===== src/rtl/traveler_cmd_pkg.sv =====
// Shared opcodes, command tag, dispatcher states and the command validity rule
// for the traveler command dispatcher.
package traveler_cmd_pkg;

  localparam logic [7:0] OP_MOVE     = 8'h22;
  localparam logic [7:0] OP_THROW    = 8'h42;
  localparam logic [7:0] OP_INTERACT = 8'h12;
  localparam logic [7:0] OP_GET      = 8'h06;
  localparam logic [7:0] OP_PUT      = 8'h0A;

  localparam logic [1:0] CMD_TAG = 2'b10;

  typedef enum logic [1:0] {
    IDLE = 2'd0,
    SEND = 2'd1,
    GAP  = 2'd2
  } disp_state_e;

  // Tag must match and the operation field must be exactly one-hot; bit 7 is don't-care.
  function automatic logic cmd_is_valid(input logic [7:0] cmd);
    logic [7:0] c;
    logic [4:0] sel;
    c   = cmd & 8'h7F;
    sel = c[6:2];
    return (c[1:0] == CMD_TAG) && (sel != 5'd0) && ((sel & (sel - 5'd1)) == 5'd0);
  endfunction

endpackage


===== src/rtl/cmd_fifo.sv =====
// Small synchronous command queue; full/empty come from the registered count,
// so a push into a full queue is refused even when a pop happens that cycle.
module cmd_fifo
  import traveler_cmd_pkg::*;
#(
  parameter  int DEPTH = 4,
  parameter  int WIDTH = 8,
  localparam int PTR_W = $clog2(DEPTH),
  localparam int CNT_W = $clog2(DEPTH) + 1
) (
  input  logic             clk,
  input  logic             rst_n,
  input  logic             push,
  input  logic [WIDTH-1:0] push_data,
  input  logic             pop,
  output logic [WIDTH-1:0] head,
  output logic             full,
  output logic             empty,
  output logic [CNT_W-1:0] count
);

  logic [WIDTH-1:0] mem_r [DEPTH];
  logic [PTR_W-1:0] wr_ptr_r;
  logic [PTR_W-1:0] rd_ptr_r;
  logic [CNT_W-1:0] count_r;
  logic             push_ok_s;
  logic             pop_ok_s;

  assign full      = (count_r == CNT_W'(DEPTH));
  assign empty     = (count_r == CNT_W'(0));
  assign count     = count_r;
  assign head      = mem_r[rd_ptr_r];
  assign push_ok_s = push & ~full;
  assign pop_ok_s  = pop & ~empty;

  // Storage array write port
  always_ff @(posedge clk) begin
    if (push_ok_s) begin
      mem_r[wr_ptr_r] <= push_data;
    end
  end

  // Pointers wrap naturally because DEPTH is a power of two
  always_ff @(posedge clk or negedge rst_n) begin
    if (!rst_n) begin
      wr_ptr_r <= PTR_W'(0);
      rd_ptr_r <= PTR_W'(0);
      count_r  <= CNT_W'(0);
    end else begin
      if (push_ok_s) begin
        wr_ptr_r <= wr_ptr_r + PTR_W'(1);
      end
      if (pop_ok_s) begin
        rd_ptr_r <= rd_ptr_r + PTR_W'(1);
      end
      case ({push_ok_s, pop_ok_s})
        2'b10:   count_r <= count_r + CNT_W'(1);
        2'b01:   count_r <= count_r - CNT_W'(1);
        default: count_r <= count_r;
      endcase
    end
  end

endmodule


===== src/rtl/traveler_cmd_dispatcher.sv =====
// Arbitrates manual (toggle-marked) and automatic traveler commands into a queue
// and paces them onto the host link with a quiet gap after every accepted byte.
module traveler_cmd_dispatcher
  import traveler_cmd_pkg::*;
#(
  parameter int GAP_CYCLES = 5_000_000,
  parameter int FIFO_DEPTH = 4
) (
  input  logic       clk,
  input  logic       rst_n,
  input  logic [8:0] man_data,
  input  logic       auto_enable,
  input  logic       auto_valid,
  input  logic [7:0] auto_cmd,
  output logic       auto_ready,
  output logic       tx_valid,
  output logic [7:0] tx_data,
  input  logic       tx_ready,
  output logic       busy,
  output logic [7:0] drop_cnt
);

  localparam int GAP_W = $clog2(GAP_CYCLES + 1);
  localparam int CNT_W = $clog2(FIFO_DEPTH) + 1;

  logic             primed_r;
  logic             prev_mark_r;
  logic             man_event_s;
  logic             auto_ready_s;
  logic             auto_fire_s;
  logic             push_s;
  logic [7:0]       push_data_s;
  logic             drop_s;
  logic             pop_s;
  logic [7:0]       fifo_head_s;
  logic             fifo_full_s;
  logic             fifo_empty_s;
  logic [CNT_W-1:0] fifo_count_s;
  disp_state_e      state_r;
  logic [GAP_W-1:0] gap_cnt_r;
  logic             tx_valid_r;
  logic [7:0]       tx_data_r;
  logic [7:0]       drop_cnt_r;

  // First cycle out of reset only captures the mark, so a high mark is not an event
  always_ff @(posedge clk or negedge rst_n) begin
    if (!rst_n) begin
      primed_r    <= 1'b0;
      prev_mark_r <= 1'b0;
    end else begin
      primed_r    <= 1'b1;
      prev_mark_r <= man_data[8];
    end
  end

  // Source arbitration: a manual event always wins and blocks the automatic source
  always_comb begin
    man_event_s  = primed_r & (man_data[8] ^ prev_mark_r);
    auto_ready_s = primed_r & auto_enable & ~fifo_full_s & ~man_event_s;
    auto_fire_s  = auto_valid & auto_ready_s;
    push_s       = 1'b0;
    push_data_s  = 8'h00;
    drop_s       = 1'b0;
    if (man_event_s) begin
      if (cmd_is_valid(man_data[7:0]) && !fifo_full_s) begin
        push_s      = 1'b1;
        push_data_s = man_data[7:0] & 8'h7F;
      end else begin
        drop_s = 1'b1;
      end
    end else if (auto_fire_s) begin
      if (cmd_is_valid(auto_cmd)) begin
        push_s      = 1'b1;
        push_data_s = auto_cmd & 8'h7F;
      end else begin
        drop_s = 1'b1;
      end
    end else begin
      push_s = 1'b0;
    end
  end

  assign pop_s = (state_r == IDLE) & ~fifo_empty_s;

  cmd_fifo #(
    .DEPTH (FIFO_DEPTH),
    .WIDTH (8)
  ) u_fifo (
    .clk       (clk),
    .rst_n     (rst_n),
    .push      (push_s),
    .push_data (push_data_s),
    .pop       (pop_s),
    .head      (fifo_head_s),
    .full      (fifo_full_s),
    .empty     (fifo_empty_s),
    .count     (fifo_count_s)
  );

  // Transmit sequencer: present one byte, wait for handshake, then hold off the link
  always_ff @(posedge clk or negedge rst_n) begin
    if (!rst_n) begin
      state_r    <= IDLE;
      gap_cnt_r  <= GAP_W'(0);
      tx_valid_r <= 1'b0;
      tx_data_r  <= 8'h00;
    end else begin
      case (state_r)
        IDLE: begin
          if (!fifo_empty_s) begin
            tx_data_r  <= fifo_head_s;
            tx_valid_r <= 1'b1;
            state_r    <= SEND;
          end
        end
        SEND: begin
          if (tx_ready) begin
            tx_valid_r <= 1'b0;
            gap_cnt_r  <= GAP_W'(GAP_CYCLES - 1);
            state_r    <= GAP;
          end
        end
        GAP: begin
          if (gap_cnt_r == GAP_W'(0)) begin
            state_r <= IDLE;
          end else begin
            gap_cnt_r <= gap_cnt_r - GAP_W'(1);
          end
        end
        default: begin
          state_r    <= IDLE;
          tx_valid_r <= 1'b0;
        end
      endcase
    end
  end

  // Saturating drop counter
  always_ff @(posedge clk or negedge rst_n) begin
    if (!rst_n) begin
      drop_cnt_r <= 8'h00;
    end else if (drop_s && (drop_cnt_r != 8'hFF)) begin
      drop_cnt_r <= drop_cnt_r + 8'd1;
    end
  end

  assign auto_ready = auto_ready_s;
  assign tx_valid   = tx_valid_r;
  assign tx_data    = tx_data_r;
  assign drop_cnt   = drop_cnt_r;
  assign busy       = (state_r != IDLE) | (fifo_count_s != CNT_W'(0));

endmodule


===== config.mk =====
export PLATFORM = sky130hd
export DESIGN_NAME = traveler_cmd_dispatcher
export DESIGN_NICKNAME = d
export VERILOG_FILES = /design/src/rtl/traveler_cmd_pkg.sv /design/src/rtl/cmd_fifo.sv /design/src/rtl/traveler_cmd_dispatcher.sv
export SDC_FILE = /design/constraint.sdc
export NUM_CORES = 1
export LEC_CHECK = 0
export BUFFER_PORTS_ARGS = -buffer_cell sky130_fd_sc_hd__buf_2
export CELL_PAD_IN_SITES_DETAIL_PLACEMENT = 1
export CELL_PAD_IN_SITES_GLOBAL_PLACEMENT = 1
export CORE_MARGIN = 10
export CORE_UTILIZATION = 25
export CTS_CLUSTER_DIAMETER = 40
export DETAILED_ROUTE_END_ITERATION = 12
export GPL_TIMING_DRIVEN = 0
export PLACE_DENSITY_LB_ADDON = 0.3
export RECOVER_POWER = 100
export REMOVE_ABC_BUFFERS = 1
export SYNTH_ARGS = -nofsm -noshare
export SYNTH_HDL_FRONTEND = slang
export SYNTH_HIERARCHICAL = 1
export SYNTH_SLANG_ARGS = --single-unit

===== constraint.sdc =====
create_clock -name clk -period 2.7 [get_ports clk]
set_input_delay 0.405 -clock clk [delete_from_list [all_inputs] [get_ports clk]]
set_output_delay 0.405 -clock clk [all_outputs]
set_load 0.01 [all_outputs]

==> run metrics <==
status=finished, final reports clean; Tightest Hold Check Type=in2reg; flop2flop setup slack=20 ps; clk_skew=10.1 ps; Max Cap Viol=0; Psw=1.35 mW; #FFs+latches synth=83; # DRC=0; TritonCTS clock tree=built; RSZ-0062 raised after global routing=yes; Yosys cell types=57; Layout fillers=1701; non-filler instance count after layout=557; Critical Path Fanout Max=5; initial DRC count=101; Bufs on Longest Clock Path=2; Total GRT Usage=8.84%; Warnings, synthesis=6; syn avg cell area=12.8 sq um; Static Leakage=1.78 nW; final setup margin=19.2 ps; CTS Buf Count=9; Critical Path Source=u_fifo/count[0]; fin crit period=2680 ps; routed len/inst=15.3 um; IO Port Bufs=38; Cells after DPL=530; post-route ant nets=0; post-DR vias/cell=4.63; reg2reg start=u_fifo/count[0]; Power Density=891 nW/um^2; most frequent cells in the layout=50 x dfrtp_1, 32 x edfxtp_1, 20 x buf_2; Starting Density=25.4%; Synth Instances=303; Final Cycle Share=99.3%; crit path to=u_fifo/count[2]; CTS root buffer=clkbuf_16; Cell Area, Synth=3860 sq um; Crit path required time=2950 ps; final setup fails=0; Hold Buf Count CTS=0; Die Height=144 um; Sw Ratio=32.1%; Die Area=20800 sq um; VDD IR max=0.000346 V; synthesis-to-finish area growth=21.8%; number of synthesized flops with an enable pin=32; clock slew seen by the registers of the worst setup and hold paths=60 ps; clk sink count=83; Routed WL=8520 um; row cnt=45; DP Wirelength=5840 um; die width=144 um; top cell type's share of synthesized area=33.0%; commonest register cell after synthesis=dfrtp_1; Critical Path End Type=flop; H-tree levels=3; Max-slew headroom=7.87%; antenna diode count=0; sequential fraction of the synthesis area=57.9%; Synth area leader=dfrtp_1; CP Class=reg2reg; startpoint types=flop; drt first pass iters=4; final hold vios=0; Final Slew Violations=0; via count=2577; Reg-to-Reg End=u_fifo/count[2]; share of layout cells above drive strength 1=24.7%; pre-CTS WS=-573 ps; Async S/R FF share, synth=61.4%; first-pass GRT wire length=14400 um; Placer Congestion=0.739; commonest non-fill, non-tap cell in the layout=dfrtp_1; vias in the first global route=2781; R2R cell count=15; setup TNS=0 ps; Final #Nets=394; core area=15200 sq um; initial antenna violation count=0; # IOs=41; largest net degree at the start of global routing=52; grt total ovfl=0; Clock Latency Late Sink=340 ps; register share of total power=42.2%; Synth area leaders=dfrtp_1 33%, edfxtp_1 25%, mux4_2 4.7%, xnor2_1 2.9%, xor2_1 2.5%; maximum clock frequency=0.373 GHz; Comb power frac=28.1%; Worst-Margin Slew=1380 ps; Clock Power Share=29.7%; WP data arrival=2930 ps; Internal=2.85 mW
## metal layers
metal | GRT usage, % | routed length (um) | up-vias
li1 | - | - | 1231
met1 | 11.4 | 4140 | 1301
met2 | 13.7 | 4060 | 36
met3 | 1.90 | 172 | 9
met4 | 4.26 | 153 | 0
met5 | 0 | 0 | -
## cell usage after synthesis, drive strengths merged, types with 2 or more instances
| library cell | number |
|---|---|
| nor2b | 6 |
| a211oi | 5 |
| edfxtp | 32 |
| buf | 3 |
| nand2 | 18 |
| a31oi | 6 |
| o21ai | 10 |
| nor2 | 18 |
| a22o | 5 |
| nor3 | 14 |
| a21oi | 3 |
| inv | 11 |
| or4 | 3 |
| ha | 7 |
| and2 | 2 |
| xnor2 | 13 |
| mux2 | 12 |
| or3 | 2 |
| conb | 2 |
| or2 | 4 |
| dfrtp | 51 |
| nand4 | 5 |
| nand3b | 4 |
| xor2 | 11 |
| o31ai | 2 |
| o211ai | 2 |
| or4b | 2 |
| nand3 | 10 |
| and3 | 12 |
| nand2b | 4 |
| o22ai | 2 |
| clkbuf | 3 |
| mux4 | 8 |
## power by group through the flow
| stage | logic [mW] | registers (mW) | clock network, mW |
|---|---|---|---|
| floorplan | 0.698 | 1.81 | 0 |
| global placement | 1.06 | 1.80 | 0 |
| detailed placement | 1.10 | 1.81 | 0 |
| CTS | 1.22 | 1.77 | 1.29 |
| global route | 1.32 | 1.82 | 1.36 |
| finish | 1.18 | 1.77 | 1.25 |
## worst min path at each step
stage	from	endpoint	slack (ps)	depth (start not counted)
5_1_grt	man_data[8]	prev_mark_r	190	1
4_1_cts	man_data[8]	prev_mark_r	190	1
6_report	man_data[8]	prev_mark_r	200	1
2_1_floorplan	rst_n	drop_cnt[0]	110	0
3_5_place_dp	gap_cnt_r[17]	gap_cnt_r[17]	480	1
3_3_place_gp	gap_cnt_r[12]	gap_cnt_r[12]	460	1
## cell type report
| type | instances | area, sq um | share of cell area [%] |
|---|---|---|---|
| multi-input cells | 210 | 1640 | 34.8 |
| well taps | 188 | 235 | 5.00 |
| repair buffers | 49 | 248 | 5.26 |
| clock buffers | 10 | 229 | 4.86 |
| clock inverters | 6 | 73.8 | 1.57 |
| flip-flops and latches | 83 | 2240 | 47.5 |
| inverters | 11 | 43.8 | 0.930 |
## flip-flops by register name, indices dropped and copies added (netlist names)
| name | cells |
|---|---|
| drop_cnt | 8 |
| u_fifo/wr_ptr_r | 2 |
| prev_mark_r | 1 |
| primed_r | 1 |
| gap_cnt_r | 23 |
| state_r | 2 |
| u_fifo/mem_r | 32 |
| u_fifo/rd_ptr_r | 2 |
| u_fifo/count | 3 |
| tx_data | 8 |
| tx_valid | 1 |
## logic make-up (layout without fill, tap and decap cells)
family / count (synthesis) / in the layout / synth area share, %
adders and majority gates: 8 / 8 / 2.78
other: 2 / 9 / 0.194
DFF: 83 / 83 / 57.9
AOI/OAI and AO/OA: 40 / 40 / 7.35
muxes: 21 / 21 / 8.51
xor gates and xnor gates: 24 / 24 / 5.44
buffers and inverters: 17 / 76 / 1.72
and+or+nand+nor: 108 / 108 / 16.1
## critical path: stages, from the launching register on
cell and delay, ps:
dfrtp_2 400, or3b_4 430, inv_4 80, nor2_4 30
nand2_1 70, a31oi_2 50, nor2b_4 150, or2_4 260
and2_4 160, inv_2 60, ha_4 120, inv_2 30
fa_2 320, xor2_1 160, nor2_1 110, xor2_1 170
## per-stage QoR
| step | utilization, % | total power [mW] | hold slack [ps] | cell area (sq um) |
|---|---|---|---|---|
| floorplan | - | 2.50 | 109 | 3870 |
| global placement | 28.2 | 2.86 | 464 | 4290 |
| detailed placement | 28.2 | 2.91 | 480 | 4290 |
| CTS | 30.9 | 4.29 | 185 | 4700 |
| global route | 31.0 | 4.50 | 191 | 4710 |
| finish | 31.0 | 4.19 | 199 | 4710 |
## repair_timing
| action | CTS | global route |
|---|---|---|
| pin swaps | 9 | 9 |
| buffers inserted | 8 | 3 |
| endpoints found under the setup margin | 2 | 1 |
| resized for setup | 14 | 3 |
| gates cloned | 0 | 0 |
Note: power is estimated with default switching activity, not from simulation.
